[src/rtl/alu_sequencer.sv]
// Multi-cycle command front end for the 8-bit combinational ALU: repeats one op N times with the
// result fed back into A. The optional zero flag on the response is enabled by ALU_SEQ_ZERO_FLAG_EN.
module alu_sequencer #(
   parameter int CNT_W = 4
) (
   input  logic             clk,
   input  logic             reset,
   // Handshakes: a transfer happens on a rising edge where valid and ready are both 1.
   // Valid and its payload stay stable until that edge. Ready never depends on valid.
   input  logic             cmd_valid,
   output logic             cmd_ready,
   input  logic [3:0]       cmd_op,
   input  logic [7:0]       cmd_a,
   input  logic [7:0]       cmd_b,
   input  logic [CNT_W-1:0] cmd_count,
   output logic [3:0]       alu_op,
   output logic [7:0]       alu_a,
   output logic [7:0]       alu_b,
   input  logic [7:0]       alu_out,
   input  logic             alu_carry,
   output logic             rsp_valid,
   input  logic             rsp_ready,
   output logic [7:0]       rsp_data,
   output logic             rsp_carry,
`ifdef ALU_SEQ_ZERO_FLAG_EN
   output logic             rsp_zero,
`endif
   output logic [1:0]       dbg_state
);

   localparam logic [3:0] OP_A_IS_ZERO = 4'd6;

   typedef enum logic [1:0] {
      IDLE = 2'd0,
      EXEC = 2'd1,
      RESP = 2'd2
   } state_t;

   state_t           state_q, state_d;
   logic [7:0]       acc;
   logic [7:0]       b_reg;
   logic [3:0]       op_reg;
   logic [CNT_W-1:0] remaining;
   logic             carry_reg;

   assign dbg_state = state_q;

   always_ff @(posedge clk) begin
      if (reset) state_q <= IDLE;
      else       state_q <= state_d;
   end

   always_comb begin
      state_d   = state_q;
      cmd_ready = 1'b0;
      rsp_valid = 1'b0;
      rsp_data  = 8'h00;
      rsp_carry = 1'b0;
      alu_op    = 4'd0;
      alu_a     = 8'h00;
      alu_b     = 8'h00;
      case (state_q)
         IDLE: begin
            cmd_ready = 1'b1;
            if (cmd_valid) state_d = EXEC;
         end
         EXEC: begin
            alu_op = op_reg;
            alu_a  = acc;
            alu_b  = b_reg;
            if (remaining == CNT_W'(1)) state_d = RESP;
         end
         RESP: begin
            rsp_valid = 1'b1;
            rsp_data  = acc;
            rsp_carry = carry_reg;
            if (rsp_ready) state_d = IDLE;
         end
         default: state_d = IDLE;
      endcase
   end

   always_ff @(posedge clk) begin
      if (reset) begin
         acc       <= 8'h00;
         b_reg     <= 8'h00;
         op_reg    <= 4'd0;
         remaining <= '0;
         carry_reg <= 1'b0;
      end else begin
         case (state_q)
            IDLE: begin
               if (cmd_valid) begin
                  acc       <= cmd_a;
                  b_reg     <= cmd_b;
                  op_reg    <= cmd_op;
                  remaining <= (cmd_count == '0) ? CNT_W'(1) : cmd_count;
                  carry_reg <= 1'b0;
               end
            end
            EXEC: begin
               // The zero test reports through the carry and leaves the accumulator intact.
               if (op_reg == OP_A_IS_ZERO) carry_reg <= alu_carry;
               else                        acc       <= alu_out;
               remaining <= remaining - CNT_W'(1);
            end
            default: ;
         endcase
      end
   end

`ifdef ALU_SEQ_ZERO_FLAG_EN
   assign rsp_zero = (state_q == RESP) && (acc == 8'h00);
`endif

endmodule

[config.mk]
export PLATFORM = sky130hd
export DESIGN_NAME = alu_sequencer
export DESIGN_NICKNAME = d
export VERILOG_FILES = /design/src/rtl/alu_sequencer.sv
export SDC_FILE = /design/constraint.sdc
export NUM_CORES = 1
export LEC_CHECK = 0
export BUFFER_PORTS_ARGS = -buffer_cell sky130_fd_sc_hd__buf_2
export CORE_UTILIZATION = 48
export DETAILED_ROUTE_END_ITERATION = 8
export PLACE_DENSITY = 0.82
export RECOVER_POWER = 50
export SYNTH_ARGS = -nofsm -noshare
export SYNTH_HDL_FRONTEND = slang
export SYNTH_SLANG_ARGS = --single-unit
[constraint.sdc]
create_clock -name clk -period 3.2 [get_ports clk]
set_input_delay 0.48 -clock clk [delete_from_list [all_inputs] [get_ports clk]]
set_output_delay 0.48 -clock clk [all_outputs]
set_load 0.02 [all_outputs]
==> key figures, run 1 <==
Outcome
  • Status: finished with violations
  • Failing checks: DRC

Power
  • LEAKAGE: ~0.86 nW
  • Cell area power density: 407.4 mW/mm^2
  • Worst vdd ir: 0.2691 mV

Drt
  • Iter 0 DRT Violations: 42
  • DRC violations left: 6
  • DR vias/cell: 5.328
  • Wirelength per Cell: 12.77 um
  • Post-DRT Antenna Nets: 0
  • Routed WL: about 3.3 mm
  • Vias: ~1.4k
  • Drt pass-1 iters: 6

Clock network
  • Worst-Skew Late Latency: 0.33 ns
  • Clk slew on worst S/H paths: around 0.15 ns
  • CTS Buffer Depth: 2
  • Setup bufs post-CTS: 0
  • Cts hold-fix bufs: 0
  • Cts repair resizes: 0
  • CTS tree: built
  • H-tree levels: 1
  • CTS sink cnt: 27
  • Clock Root Buffer: clkbuf_4
  • Total CTS buffers: 3

Timing
  • Achievable Freq: approximately 0.4 GHz
  • Slew Viols, Final: 0
  • Final Hold Fails: 0
  • Period minus WS final: between 2 and 3 ns
  • Slew @ Worst Pin: 1.402 ns
  • Post-Route Setup TNS: 0 ns
  • Layout Skew: 0.01223 ns
  • RSZ-0062 raised after global routing: false
  • Final setup violation count: 0
  • Final period utilization: about four fifths
  • Relative slew slack: around 6.1%
  • Setup slack after layout: around 0.67 ns

Synthesis
  • Syn. warnings: 0
  • Syn_area_per_cell: between 8 and 9 um^2
  • Post-synthesis sequential area ratio: around 37%
  • #FFs+latches synth: 27
  • Mapped Nets: about 210
  • Cell Area, Synth: ~0.0015 mm^2
  • Post-synthesis instance total: approximately 170
  • Netlist cell types: 34

Finish
  • Commonest non-fill, non-tap cell in the layout: buf_2
  • Most frequent cells in the layout: buf_2 (66), and2_1 (29), dfxtp_1 (27), nand2_1 (25), a211oi_1 (16)
  • Layout Nets: about 270
  • Diodes inserted: 0
  • Area growth syn-to-layout: 19.63%
  • Share of layout cells above drive strength 1: 32.90%

Worst setup path
  • R2r endpoint: remaining[0]
  • Cells on worst reg2reg path: 3
  • Kind of critical path: reg -> out
  • WP data arrival: roughly 2.1 ns
  • Startpoint class of the critical path: flop
  • Worst Setup End Kind: primary output
  • Cell Chain, Critical Path: and2b_1 > and2_1 > buf_2
  • Critical path's top delay family: simple AND/OR/NAND/NOR gates
  • Worst R2R Setup Slack: between 1 and 1.5 ns
  • Max incr delay on CP: roughly 0.76 ns
  • Setup crit start: dbg_state[0]
  • Reg-to-Reg Start: dbg_state[0]
  • Crit. path cell count: 3
  • Buf/Inv on CP: 1
  • Critical path's slowest cell: and2b_1
  • Worst Setup EP: alu_b[1]
  • Max FO, Critical Path: 31
  • WP data required: 2.72 ns

Die
  • I/O pins: 70
  • Height of the die: approximately 58 um
  • Area of the core: approximately 0.0028 mm^2
  • Starting density of the core: between 50% and 60%
  • Die ar.: 0.003307 mm^2
  • Core Rows: 19
  • Die Width: 57.51 um

Run
  • Max_cap viols: 0

Placement
  • DP Wirelength: approximately 2.4 mm
  • Setup slack at placement: 1.044 ns
  • IO Port Bufs: 69
  • Final GP Congestion: between 0.8 and 0.9

Global route
  • Total gr overflow: 0
  • Initial antenna violation count: 0
  • First-pass GRT wire length: 5.375 mm
  • Vias in the first global route: between 1k and 1.5k
  • Largest net degree at the start of global routing: 32
  • Total GRT Usage: 21.12%

Worst hold path
  • Min-Delay Path Class: in -> reg
## report_power, final
part	switching [mW]	internal, mW
clock	0.100	0.0470
combinational	0.105	0.0767
sequential	0.0242	0.367
## per-stage QoR
step / hold WS [ns] / cells / utilization (%) / cell area (um^2) / power, mW
after floorplan: 0.4317 / 174 / - / 1479 / 0.5388
after global placement: 0.4382 / 258 / 61.92 / 1752 / 0.5790
after detailed placement: 0.4441 / 258 / 61.92 / 1752 / 0.5828
after CTS: 0.3546 / 262 / 62.89 / 1779 / 0.7273
after global routing: 0.3437 / 262 / 62.54 / 1769 / 0.7634
final: 0.3596 / 262 / 62.54 / 1769 / 0.7207
## worst register-to-register path, delay by kind of cell (launching register included)
kind	cells	cell delay, ns
AND/OR/NAND/NOR	1	1.13
AO/OA/AOI/OAI	2	0.51
flip-flops	1	0.44
## synthesized netlist by cell type
| master | instances | share of area (%) |
|---|---|---|
| and2_1 | 29 | 12 |
| dfxtp_1 | 27 | 37 |
| nand2_1 | 25 | 6.3 |
| a211oi_1 | 16 | 8.1 |
| a21oi_1 | 15 | 5.1 |
| mux2i_1 | 8 | 5.4 |
| clkbuf_1 | 7 | 1.8 |
| buf_6 | 4 | 3.0 |
| nor2_1 | 4 | 1.0 |
| inv_1 | 3 | 0.76 |
| nand3_1 | 3 | 1.0 |
| o21ai_0 | 3 | 1.0 |
| or3_1 | 3 | 1.3 |
| a31oi_1 | 2 | 0.85 |
| buf_2 | 2 | 0.68 |
| buf_4 | 2 | 1.0 |
| ha_1 | 2 | 1.7 |
| nand2b_1 | 2 | 0.85 |
| o211ai_1 | 2 | 1.0 |
| a21oi_2 | 1 | 0.59 |
| a22oi_1 | 1 | 0.51 |
| a2bb2oi_1 | 1 | 0.59 |
| and2b_1 | 1 | 0.51 |
| and4bb_2 | 1 | 0.85 |
| buf_8 | 1 | 1.0 |
| nand2b_4 | 1 | 0.93 |
| nand3b_1 | 1 | 0.51 |
| nand4bb_1 | 1 | 0.76 |
| nor2b_1 | 1 | 0.42 |
| nor3_1 | 1 | 0.34 |
| nor3b_4 | 1 | 1.3 |
| o21ai_2 | 1 | 0.59 |
| o221a_2 | 1 | 0.76 |
| or3b_1 | 1 | 0.59 |
## how the worst min path moves through the flow
stage | end | start | depth (start not counted) | slack (ns)
floorplan | b_reg[0] | b_reg[0] | 2 | 0.43
global placement | b_reg[3] | b_reg[3] | 2 | 0.44
detailed placement | b_reg[0] | b_reg[0] | 2 | 0.44
CTS | b_reg[0] | cmd_b[0] | 3 | 0.35
global route | b_reg[6] | cmd_b[6] | 3 | 0.34
finish | b_reg[0] | cmd_b[0] | 3 | 0.36
## layer usage
metal | up-vias | share of wire [%] | GRT usage [%]
li1 | 713 | - | -
met4 | 0 | 1.3 | 8.014
met5 | - | 0 | 0
met2 | 40 | 46 | 35.38
met3 | 5 | 5.4 | 4.762
met1 | 638 | 48 | 26.38
## cell families after synthesis
family	after synthesis	share of synthesized area, %
fa+ha+maj	2	1.692
simple gates	75	28.93
flops	27	36.55
mux	8	5.415
compound gates	43	19.12
buf+inv	19	8.291
## cell type report
cell class / count / area, um^2
timing repair buffer: 69 / 341.6
clock inverter: 1 / 5.005
fill: 272 / 1060
sequential: 27 / 540.5
inverter: 3 / 11.26
tap: 31 / 38.79
multi-input combinational: 128 / 809.5
clock buffer: 3 / 22.52
(Power assumes the default switching activity.)
==> run 2, diff against run 1 <==
--- a/config.mk
+++ b/config.mk
@@ -6,9 +6,9 @@
 export NUM_CORES = 1
 export LEC_CHECK = 0
 export BUFFER_PORTS_ARGS = -buffer_cell sky130_fd_sc_hd__buf_2
-export CORE_UTILIZATION = 48
+export CORE_UTILIZATION = 46
 export DETAILED_ROUTE_END_ITERATION = 8
-export PLACE_DENSITY = 0.82
+export PLACE_DENSITY = 0.79
 export RECOVER_POWER = 50
 export SYNTH_ARGS = -nofsm -noshare
 export SYNTH_HDL_FRONTEND = slang
==> constraint.sdc (replaced) <==
create_clock -name clk -period 2.5 [get_ports clk]
set_input_delay 0.375 -clock clk [delete_from_list [all_inputs] [get_ports clk]]
set_output_delay 0.375 -clock clk [all_outputs]
set_load 0.02 [all_outputs]
==> key figures, run 2 (same netlist as run 1, synthesis figures left out) <==
Timing
  • Final period utilization: 86.44%
  • Hold Worst Slack: 0.2754 ns (-0.08419 ns)
  • Post-Route Setup TNS: 0 ns (unchanged)
  • Achievable Freq: between 0.4 and 0.5 GHz
  • Slew @ Worst Pin: 1.106 ns (-0.2961 ns)
  • Slew Viols, Final: 0 (unchanged)
  • Final Hold Fails: 0 (unchanged)
  • Layout Skew: 0.004899 ns (-0.007333 ns)
  • Final setup violation count: 0 (unchanged)
  • Period minus WS final: about 2.2 ns
  • RSZ-0062 raised after global routing: false
  • Relative slew slack: 25.92% (+20 points)

Worst setup path
  • Startpoint class of the critical path: flop
  • Worst Setup End Kind: primary output
  • Max FO, Critical Path: 11 (-65%)
  • WP data arrival: 1.79 ns (-0.26 ns)
  • WP data required: 2.12 ns (-0.60 ns)
  • Kind of critical path: reg -> out

Power
  • LEAKAGE: 0.8655 nW (+0.42%)
  • Worst vdd ir: 0.3600 mV (+34%)
  • Cell area power density: 514.5 mW/mm^2 (+26%)

Global route
  • Largest net degree at the start of global routing: 28 (-13%)
  • Vias in the first global route: 1,289 (+7.1%)
  • Total gr overflow: 0 (unchanged)
  • First-pass GRT wire length: 5.720 mm (+6.4%)
  • Initial antenna violation count: 0 (unchanged)
  • Total GRT Usage: 21.28% (+0.16 points)

Clock network
  • Clock Root Buffer: clkbuf_4
  • CTS tree: built
  • Total CTS buffers: 3 (unchanged)
  • Worst-Skew Late Latency: 0.31 ns (-0.02 ns)
  • CTS sink cnt: 27 (unchanged)
  • CTS Buffer Depth: 2 (unchanged)
  • Cts hold-fix bufs: 0 (unchanged)
  • Cts repair resizes: 0 (unchanged)
  • Clk slew on worst S/H paths: 0.14 ns (about the same)
  • Setup bufs post-CTS: 0 (unchanged)
  • H-tree levels: 1 (unchanged)

Die
  • Starting density of the core: 48.44% (-3.8 points)
  • Die Width: 58.70 um (+2.1%)
  • Core Rows: 20 (+1)
  • Area of the core: 0.003053 mm^2 (+7.9%)
  • Die ar.: 0.003446 mm^2 (+4.2%)
  • I/O pins: 70 (unchanged)
  • Height of the die: 58.70 um (+2.1%)

Finish
  • Layout Nets: 273 (+0.74%)
  • Diodes inserted: 0 (unchanged)
  • Commonest non-fill, non-tap cell in the layout: buf_2
  • Share of layout cells above drive strength 1: 32.62% (-0.28 points)
  • Post-layout util: 58.81% (-3.7 points)
  • Most frequent cells in the layout: buf_2 (66), and2_1 (29), dfxtp_1 (27), nand2_1 (25), a211oi_1 (16)
  • Fillcell total: 321 (+18%)
  • Area growth syn-to-layout: 21.40%

Placement
  • IO Port Bufs: 69 (unchanged)
  • Final GP Congestion: 0.8163 (+1.8%)
  • DP Wirelength: 2.532 mm (+6.0%)

Drt
  • Post-DRT Antenna Nets: 0 (unchanged)
  • Routed WL: 3.383 mm (+1.1%)
  • DR vias/cell: 5.007 (-6.0%)
  • Vias: 1,387 (-0.64%)
  • Iter 0 DRT Violations: 75 (+79%)
  • Wirelength per Cell: 12.21 um (-4.4%)
  • Drt pass-1 iters: 4 (-2)
  • DRC violations left: 0 (-6)

Worst hold path
  • Min-Delay Path Class: in -> reg

Run
  • Max_cap viols: 0 (unchanged)

Outcome
  • Status: finished clean
[run 2: final timing paths]
path	start	endpoint	slack (ns)	depth (start not counted)
max	dbg_state[1]	rsp_carry	0.34	3
min reg2reg	b_reg[1]	b_reg[1]	0.46	2
min	cmd_b[7]	b_reg[7]	0.28	3
max reg2reg	dbg_state[0]	b_reg[0]	0.54	4
[run 2: per-stage QoR]
step	cells	setup WS [ns]	total power, mW	area [um^2]
after global placement	273	0.6282	0.7468	1783
after CTS	277	0.2765	0.9320	1809
after detailed placement	273	0.6567	0.7532	1783
after floorplan	174	0.7298	0.6896	1479
after global routing	277	0.1309	0.9848	1795
final	277	0.3390	0.9237	1795
[run 2: area by class of cell]
cell class	instances	area, um^2	share of cell area [%]
Clock buffer	4	26.28	1.463
Timing Repair Buffer	71	352.8	19.65
Tap cell	44	55.05	3.066
Sequential cell	27	540.5	30.10
Inverter	3	11.26	0.6272
Multi-Input combinational cell	128	809.5	45.09
[run 2: per-layer routing]
layer	GRT usage, %	wire, um	up-vias
met5	0	0	-
met1	28.20	1554	618
met3	3.077	212	4
li1	-	-	715
met4	5.782	29	0
met2	36.29	1586	50
[run 2: worst max-delay path, cell delays in order, from the launching register on]
cell	delay (ns)
dfxtp_1	0.56
nor2b_1	0.53
and2_1	0.22
buf_2	0.16
[run 2: report_power, final]
part / switching [mW] / internal, mW / total (mW)
combinational: 0.135 / 0.101 / 0.236
sequential: 0.0322 / 0.470 / 0.502
clock: 0.123 / 0.0623 / 0.185
total: 0.290 / 0.634 / 0.924
